<file path="config.mk">
export PLATFORM = sky130hd
export DESIGN_NAME = corrector_secded_pipe
export DESIGN_NICKNAME = d
export VERILOG_FILES = /design/src/rtl/corrector_secded_pipe.sv
export SDC_FILE = /design/constraint.sdc
export NUM_CORES = 1
export LEC_CHECK = 0
export ABC_AREA = 0
export ABC_CLOCK_PERIOD_IN_PS = 1000
export CAP_MARGIN = 10
export CORE_ASPECT_RATIO = 1.4
export CORE_MARGIN = 5
export CORE_UTILIZATION = 36
export CTS_BUF_LIST = sky130_fd_sc_hd__clkbuf_16
export DETAILED_ROUTE_END_ITERATION = 12
export PLACE_DENSITY_LB_ADDON = 0.08
export SLEW_MARGIN = 25
export SYNTH_ARGS = -nofsm -noshare
export SYNTH_HDL_FRONTEND = slang
export SYNTH_SLANG_ARGS = --single-unit
export TNS_END_PERCENT = 50
</file>
<file path="constraint.sdc">
create_clock -name clk -period 1 [get_ports clk]
set_input_delay 0.2 -clock clk [delete_from_list [all_inputs] [get_ports clk]]
set_output_delay 0.2 -clock clk [all_outputs]
set_load 0.01 [all_outputs]
</file>
<file path="src/rtl/corrector_secded_pipe.sv">
// SECDED (extended Hamming) corrector: stage 1 registers syndrome/parity, stage 2 classifies and corrects.
// Optional error statistics counters are built when ERR_STATS_EN is defined.
module corrector_secded_pipe #(
    parameter  int DATA_W = 4,
    parameter  int CNT_W  = 16,
    // Smallest P with 2**P >= DATA_W+P+1, in closed form.
    localparam int P      = $clog2(DATA_W + 1 + $clog2(DATA_W + 1)),
    localparam int N      = DATA_W + P + 1
) (
    input  logic              clk,
    input  logic              rst_n,
    input  logic              in_valid,
    output logic              in_ready,
    input  logic [N-1:0]      in_word,
    output logic              out_valid,
    input  logic              out_ready,
    output logic [DATA_W-1:0] out_data,
    output logic              out_err_single,
    output logic              out_err_double,
    output logic [P-1:0]      out_pos,
    input  logic              clr_stats,
    output logic [CNT_W-1:0]  cnt_single,
    output logic [CNT_W-1:0]  cnt_double
);

    // Codeword position holding data bit j (non-power-of-two positions, ascending).
    function automatic int data_pos(input int j);
        int cnt;
        int r;
        cnt = 0;
        r   = 0;
        for (int i = 1; i < N; i++) begin
            if ((i & (i - 1)) != 0) begin
                if (cnt == j) r = i;
                cnt++;
            end
        end
        return r;
    endfunction

    logic              s1_valid;
    logic [N-1:0]      s1_word;
    logic [P-1:0]      s1_syn;
    logic              s1_x;
    logic              s1_load;
    logic              s2_load;

    logic [P-1:0]      in_syn;
    logic              in_x;

    logic [N-1:0]      fix_word;
    logic [DATA_W-1:0] fix_data;
    logic              fix_single;
    logic              fix_double;
    logic [P-1:0]      fix_pos;

    assign s2_load  = !out_valid || out_ready;
    assign s1_load  = !s1_valid || s2_load;
    assign in_ready = s1_load;

    always_comb begin
        in_syn = '0;
        in_x   = ^in_word;
        for (int i = 1; i < N; i++)
            if (in_word[i]) in_syn = in_syn ^ P'(i);
    end

    always_comb begin
        fix_word   = s1_word;
        fix_single = 1'b0;
        fix_double = 1'b0;
        fix_pos    = '0;
        if (s1_x) begin
            if (s1_syn == '0) begin
                fix_single = 1'b1;
            end else if (int'(s1_syn) < N) begin
                fix_single = 1'b1;
                fix_pos    = s1_syn;
                fix_word   = s1_word ^ ({{(N-1){1'b0}}, 1'b1} << s1_syn);
            end else begin
                // Syndrome points past the shortened code: treat as uncorrectable.
                fix_double = 1'b1;
            end
        end else if (s1_syn != '0) begin
            fix_double = 1'b1;
        end
    end

    for (genvar j = 0; j < DATA_W; j++) begin : g_data
        assign fix_data[j] = fix_word[data_pos(j)];
    end

    always_ff @(posedge clk) begin
        if (!rst_n) begin
            s1_valid       <= 1'b0;
            s1_word        <= '0;
            s1_syn         <= '0;
            s1_x           <= 1'b0;
            out_valid      <= 1'b0;
            out_data       <= '0;
            out_err_single <= 1'b0;
            out_err_double <= 1'b0;
            out_pos        <= '0;
        end else begin
            if (s1_load) begin
                s1_valid <= in_valid;
                if (in_valid) begin
                    s1_word <= in_word;
                    s1_syn  <= in_syn;
                    s1_x    <= in_x;
                end
            end
            if (s2_load) begin
                out_valid <= s1_valid;
                if (s1_valid) begin
                    out_data       <= fix_data;
                    out_err_single <= fix_single;
                    out_err_double <= fix_double;
                    out_pos        <= fix_pos;
                end
            end
        end
    end

`ifdef ERR_STATS_EN
    // Saturating counters of delivered words; clear takes priority over increment.
    always_ff @(posedge clk) begin
        if (!rst_n || clr_stats) begin
            cnt_single <= '0;
            cnt_double <= '0;
        end else if (out_valid && out_ready) begin
            if (out_err_single && cnt_single != '1) cnt_single <= cnt_single + 1'b1;
            if (out_err_double && cnt_double != '1) cnt_double <= cnt_double + 1'b1;
        end
    end
`else
    logic unused_clr;
    assign unused_clr = clr_stats;
    assign cnt_single = '0;
    assign cnt_double = '0;
`endif

endmodule
</file>
# [Yosys cells after proc, flatten, opt, wreduce, memory -nomap -nowiden]
# Index checks and enable logic that the tools add are counted.
[word_totals] in_bits=13 regBits=23 output_inout_bits=43
[classes] n_reduce_logical=9 mux=14 shifts=1 n_bitwise=7
[ops] cell="$mux 3" n=6
[ops] cell="$mux 8" n=2
[ops] cell="$reduce_xor 8->1" n=1
[ops] cell="$shl 1x3->8 const A" n=1
[ops] cell="$xor 8x8->8" n=1
[ops] cell="$not 2->2" n=3
[ops] cell="$mux 1" n=4
[ops] cell="$mux 2" n=2
[ops] cell="$reduce_and 2->1" n=2
[ops] cell="$logic_not 3->1" n=1
[ops] cell="$not 3->3" n=1
[ops] cell="$reduce_bool 3->1" n=1
[ops] cell="$logic_not 1->1" n=2
[ops] cell="$logic_or 1x1->1" n=2
[ops] cell="$not 1->1 const A" n=2

# [Depth between registers and ports, before layout]
[depth] word_depth=11 mapped_depth=5

# [Least setup slack after synthesis]
# Ideal clock, no wire load.
[synth_path] kind="register to register" from="register out_valid" to="register s1_syn[1]" t_required_ps=884 n_path_buf=1 setup_time_ps=116 path_stages_with_launch=5 period_less_slack_ps=1191 setup_slack_ps=-191 t_arrival_ps=1075 cell_sequence="dfxtp_1 > nand3b_1 > and2_4 > buf_6 > o211a_1"
[synth_via] elab_chain_cells=4
[synth_lines] item="start: declaration" line_no="15" rtl="output logic out_valid,"
[synth_lines] item="start signal: assignment" line_no="114" rtl="out_valid <= s1_valid;"
[synth_lines] item="$logic_not 1->1" line_no="57" rtl="assign s2_load = !out_valid || out_ready;"
[synth_lines] item="$logic_or 1x1->1" line_no="57"
[synth_lines] item="$logic_or 1x1->1" line_no="58" rtl="assign s1_load = !s1_valid || s2_load;"
[synth_lines] item="named net in_ready" line_no="13" rtl="output logic in_ready,"
[synth_lines] item="$reduce_and 2->1 (no line)"
[synth_lines] item="end signal: assignment" line_no="109" rtl="s1_syn <= in_syn;"
[synth_lines] item="end: declaration" line_no="43" rtl="logic [P-1:0] s1_syn;"
# The timed path passes the listed nets, and every way through them passes these cells.
# A chain may end at the register's enable or synchronous reset.

# [Worst setup path in the final report]
[layout_path] from="register out_valid" to="register s1_word[3]"
[layout_via] elab_chain_cells=4
[layout_lines] item="$logic_not 1->1" line_no="57"
[layout_lines] item="$logic_or 1x1->1" line_no="57"
[layout_lines] item="$logic_or 1x1->1" line_no="58"
[layout_lines] item="$reduce_and 2->1 (no line)"
[layout_lines] item="end signal: assignment" line_no="108" rtl="s1_word <= in_word;"
[layout_lines] item="end: declaration" line_no="42" rtl="logic [N-1:0] s1_word;"
# No other way between the ends.

==> metrics.log <==
INFO  metric total_leakage_power = 0.752 nW
INFO  metric pre_cts_slack = -560 ps
INFO  metric area_taken_by_multi_input_logic_gates = 639 um2
INFO  metric crit_fanout = 6
INFO  metric postSynth.topFlopCell = sky130_fd_sc_hd__dfxtp_1
INFO  metric track_usage = 0.0998
INFO  metric clk-insertion-delay-late = 250 ps
INFO  metric netlist_top_cells_area = sky130_fd_sc_hd__dfxtp_1 33%, sky130_fd_sc_hd__buf_4 21%, sky130_fd_sc_hd__xnor2_1 9.2%
INFO  metric cts_tree = built
INFO  metric cts_htree_levels = 1
INFO  metric buffer_cell_driving_the_clock_tree_root = sky130_fd_sc_hd__clkbuf_16
INFO  metric finalNetCount = 178
INFO  metric drt-initial-drc-count = 14
INFO  metric power.ir.vdd_worst = 0.000752 V
INFO  metric initial_utilization = 0.369
INFO  metric portBuffers = 22
INFO  metric area_growth_syn_to_layout = 28.4%
INFO  metric max_cap_violations = 0
INFO  metric timing.critical_path.to_type = register
INFO  metric grt_max_degree = 13
INFO  metric hold_class = primary input to register
INFO  metric avgRoutedWirePerCell = 10.6 um
INFO  metric synth_top_area_cell = sky130_fd_sc_hd__dfxtp_1
INFO  metric hpwl = 1.71 mm
INFO  metric cts.clk_slew.worst_paths = 50 ps
INFO  metric netlist_instances = 127
INFO  metric finalInstanceArea = 1460 um2
INFO  metric n_antenna_cell = 0
INFO  metric rsz0062_at_grt = yes
INFO  metric power.density = 1440 nW/um2
INFO  metric fmaxAchievable = 924 MHz
INFO  metric grt_pass1_vias = 842
INFO  metric layout.area.seq = 392 um2
INFO  metric ios = 56
INFO  metric number_of_synthesized_register_bits = 19
INFO  metric die-area = 4410 um2
INFO  metric placed_cells_incl_taps = 196
INFO  metric ctsHoldBuffers = 0
INFO  metric async_flop_share = 0
INFO  metric crit_path_start_kind = register
INFO  metric cts-buffers-inserted = 3
INFO  metric routed-via-count = 830
INFO  metric placementRows = 24
INFO  metric post_synthesis_cell_type_count = 28
INFO  metric remaining_drc_errors = 0
INFO  metric fin_skew = 1.92 ps
INFO  metric synth_warnings = 0
INFO  metric tritonroute_pass_1_iters = 3
INFO  metric fin_setup_tns = -553 ps
INFO  metric placement.cell_area = 1360 um2
INFO  metric failed_checks = setup timing
INFO  metric floorplan.die.height = 76.6 um
INFO  metric final-setup-viol-count = 11
INFO  metric synth_seq_area_share = 0.334
INFO  metric status = complete, but fails checks
INFO  metric nFillCells = 316
INFO  metric worst_slack_on_hold_paths = 425 ps
INFO  metric layout-drive-gt1-share = 0.262
INFO  metric finalWorstPathRequiredPeriod = 1080 ps
INFO  metric gp_congestion = 0.686
INFO  metric synthDominantCellAreaShare = 0.334
INFO  metric crit_type = register to register
INFO  metric layout_common_cells = 32 x sky130_fd_sc_hd__conb_1, 15 x sky130_fd_sc_hd__buf_4, 14 x sky130_fd_sc_hd__dfxtp_1, 12 x sky130_fd_sc_hd__nand2_1, 10 x sky130_fd_sc_hd__buf_2
INFO  metric timing.critical_path.arrival = 1220 ps
INFO  metric setup_ws = -82.8 ps
INFO  metric layout_commonest_cell = sky130_fd_sc_hd__conb_1
INFO  metric post_synth_instance_area = 1140 um2
INFO  metric antenna_violations_before_repair = 0
INFO  metric core_region_area = 3090 um2
INFO  metric die_width = 57.6 um
INFO  metric layout_worst_path_cycle_share = 1.08
INFO  metric grt_first_pass_wirelength = 3.55 mm
INFO  metric final_max_slew_viol_count = 0
INFO  metric synth_enable_flop_cells = 0
INFO  metric vias_per_cell = 4.09
INFO  metric cp.required = 1140 ps
INFO  metric final_cells = 203
INFO  metric ant_nets = 0
INFO  metric clockBufferDepth = 2
INFO  metric gr-total-overflow = 0
INFO  metric route.final.wire_length = 2.15 mm
INFO  metric finalHoldViolations = 0
INFO  metric cts_num_sinks = 19
INFO  metric avgSynthCellArea = 8.98 um2
[cell usage after synthesis, types with 2 or more instances]
master                     number
sky130_fd_sc_hd__buf_4         32
sky130_fd_sc_hd__mux2i_1        4
sky130_fd_sc_hd__o21ai_0        3
sky130_fd_sc_hd__dfxtp_1       19
sky130_fd_sc_hd__a21oi_1        3
sky130_fd_sc_hd__inv_1          2
sky130_fd_sc_hd__nand2_1       12
sky130_fd_sc_hd__nand4b_1       2
sky130_fd_sc_hd__nand3_1        4
sky130_fd_sc_hd__a21boi_0       6
sky130_fd_sc_hd__nor2b_1        4
sky130_fd_sc_hd__buf_2          3
sky130_fd_sc_hd__xnor2_1       12
sky130_fd_sc_hd__xor2_1         3
sky130_fd_sc_hd__o211a_1        5
[state kept, by name, indices dropped and copies added (netlist names)]
name	cells
s1_word	4
out_data	4
out_err_single	1
out_valid	1
s1_syn	3
s1_x	1
out_err_double	1
s1_valid	1
out_pos	3
[cell type report]
type                            instances  area share
Multi-Input combinational cell        101       0.437
Sequential cell                        19       0.268
Timing Repair Buffer                   38       0.203
Clock buffer                            3      0.0513
Tap cell                               39      0.0333
Inverter                                2     0.00513
Clock inverter                          1     0.00342
[report_power, final]
part | switching [mW] | leakage (nW) | internal, mW
clock | 0.274 | 0.0409 | 0.535
combinational | 0.209 | 0.553 | 0.227
sequential | 0.0513 | 0.158 | 0.812
[what timing repair did]
action / in CTS / in global routing
resized for setup: 54 / 14
buffers inserted: 0 / 2
pin swaps: 4 / 8
endpoints found under the setup margin: 28 / 20
gates cloned: 1 / 0
hold endpoints to repair: 0 / 0
[per-layer routing]
metal | share of wire | track usage | wire [um] | vias to the layer above
met5 | 0 | 0 | 0 | -
met4 | 0.0098 | 0.0418 | 21 | 0
met1 | 0.36 | 0.0863 | 767 | 369
met2 | 0.56 | 0.201 | 1200 | 31
li1 | - | - | - | 428
met3 | 0.075 | 0.0254 | 161 | 2
[kinds of logic (layout without fill, tap and decap cells)]
| kind of cell | count (synthesis) | in the layout | share of synthesized area |
|---|---|---|---|
| DFF | 19 | 19 | 0.334 |
| xor gates and xnor gates | 16 | 16 | 0.130 |
| and+or+nand+nor | 30 | 31 | 0.138 |
| other | 1 | 32 | 0.00329 |
| buffers and inverters | 39 | 44 | 0.244 |
| muxes | 4 | 4 | 0.0351 |
| AOI/OAI and AO/OA | 18 | 18 | 0.116 |
[through the flow]
step / power, mW / util
CTS: 2.12 / 0.464
finish: 2.11 / 0.473
global placement: 1.30 / 0.440
global route: 2.22 / 0.473
detailed placement: 1.30 / 0.440
floorplan: 1.22 / -
[final timing paths]
| kind | from | to | slack, ps | depth (start not counted) |
|---|---|---|---|---|
| max reg2reg | out_valid | s1_word[3] | -80 | 5 |
| min | out_ready | out_valid | 420 | 3 |
| min reg2reg | out_pos[2] | out_pos[2] | 450 | 2 |
| max | out_valid | s1_word[3] | -80 | 5 |
[worst max-delay path: stages (launching register included)]
cell,delay [ps]
sky130_fd_sc_hd__dfxtp_2,320
sky130_fd_sc_hd__nand3b_1,90
sky130_fd_sc_hd__buf_4,120
sky130_fd_sc_hd__and2_4,180
sky130_fd_sc_hd__mux2i_1,200
sky130_fd_sc_hd__nor2b_1,60
Power figures use the tool's default switching activity.
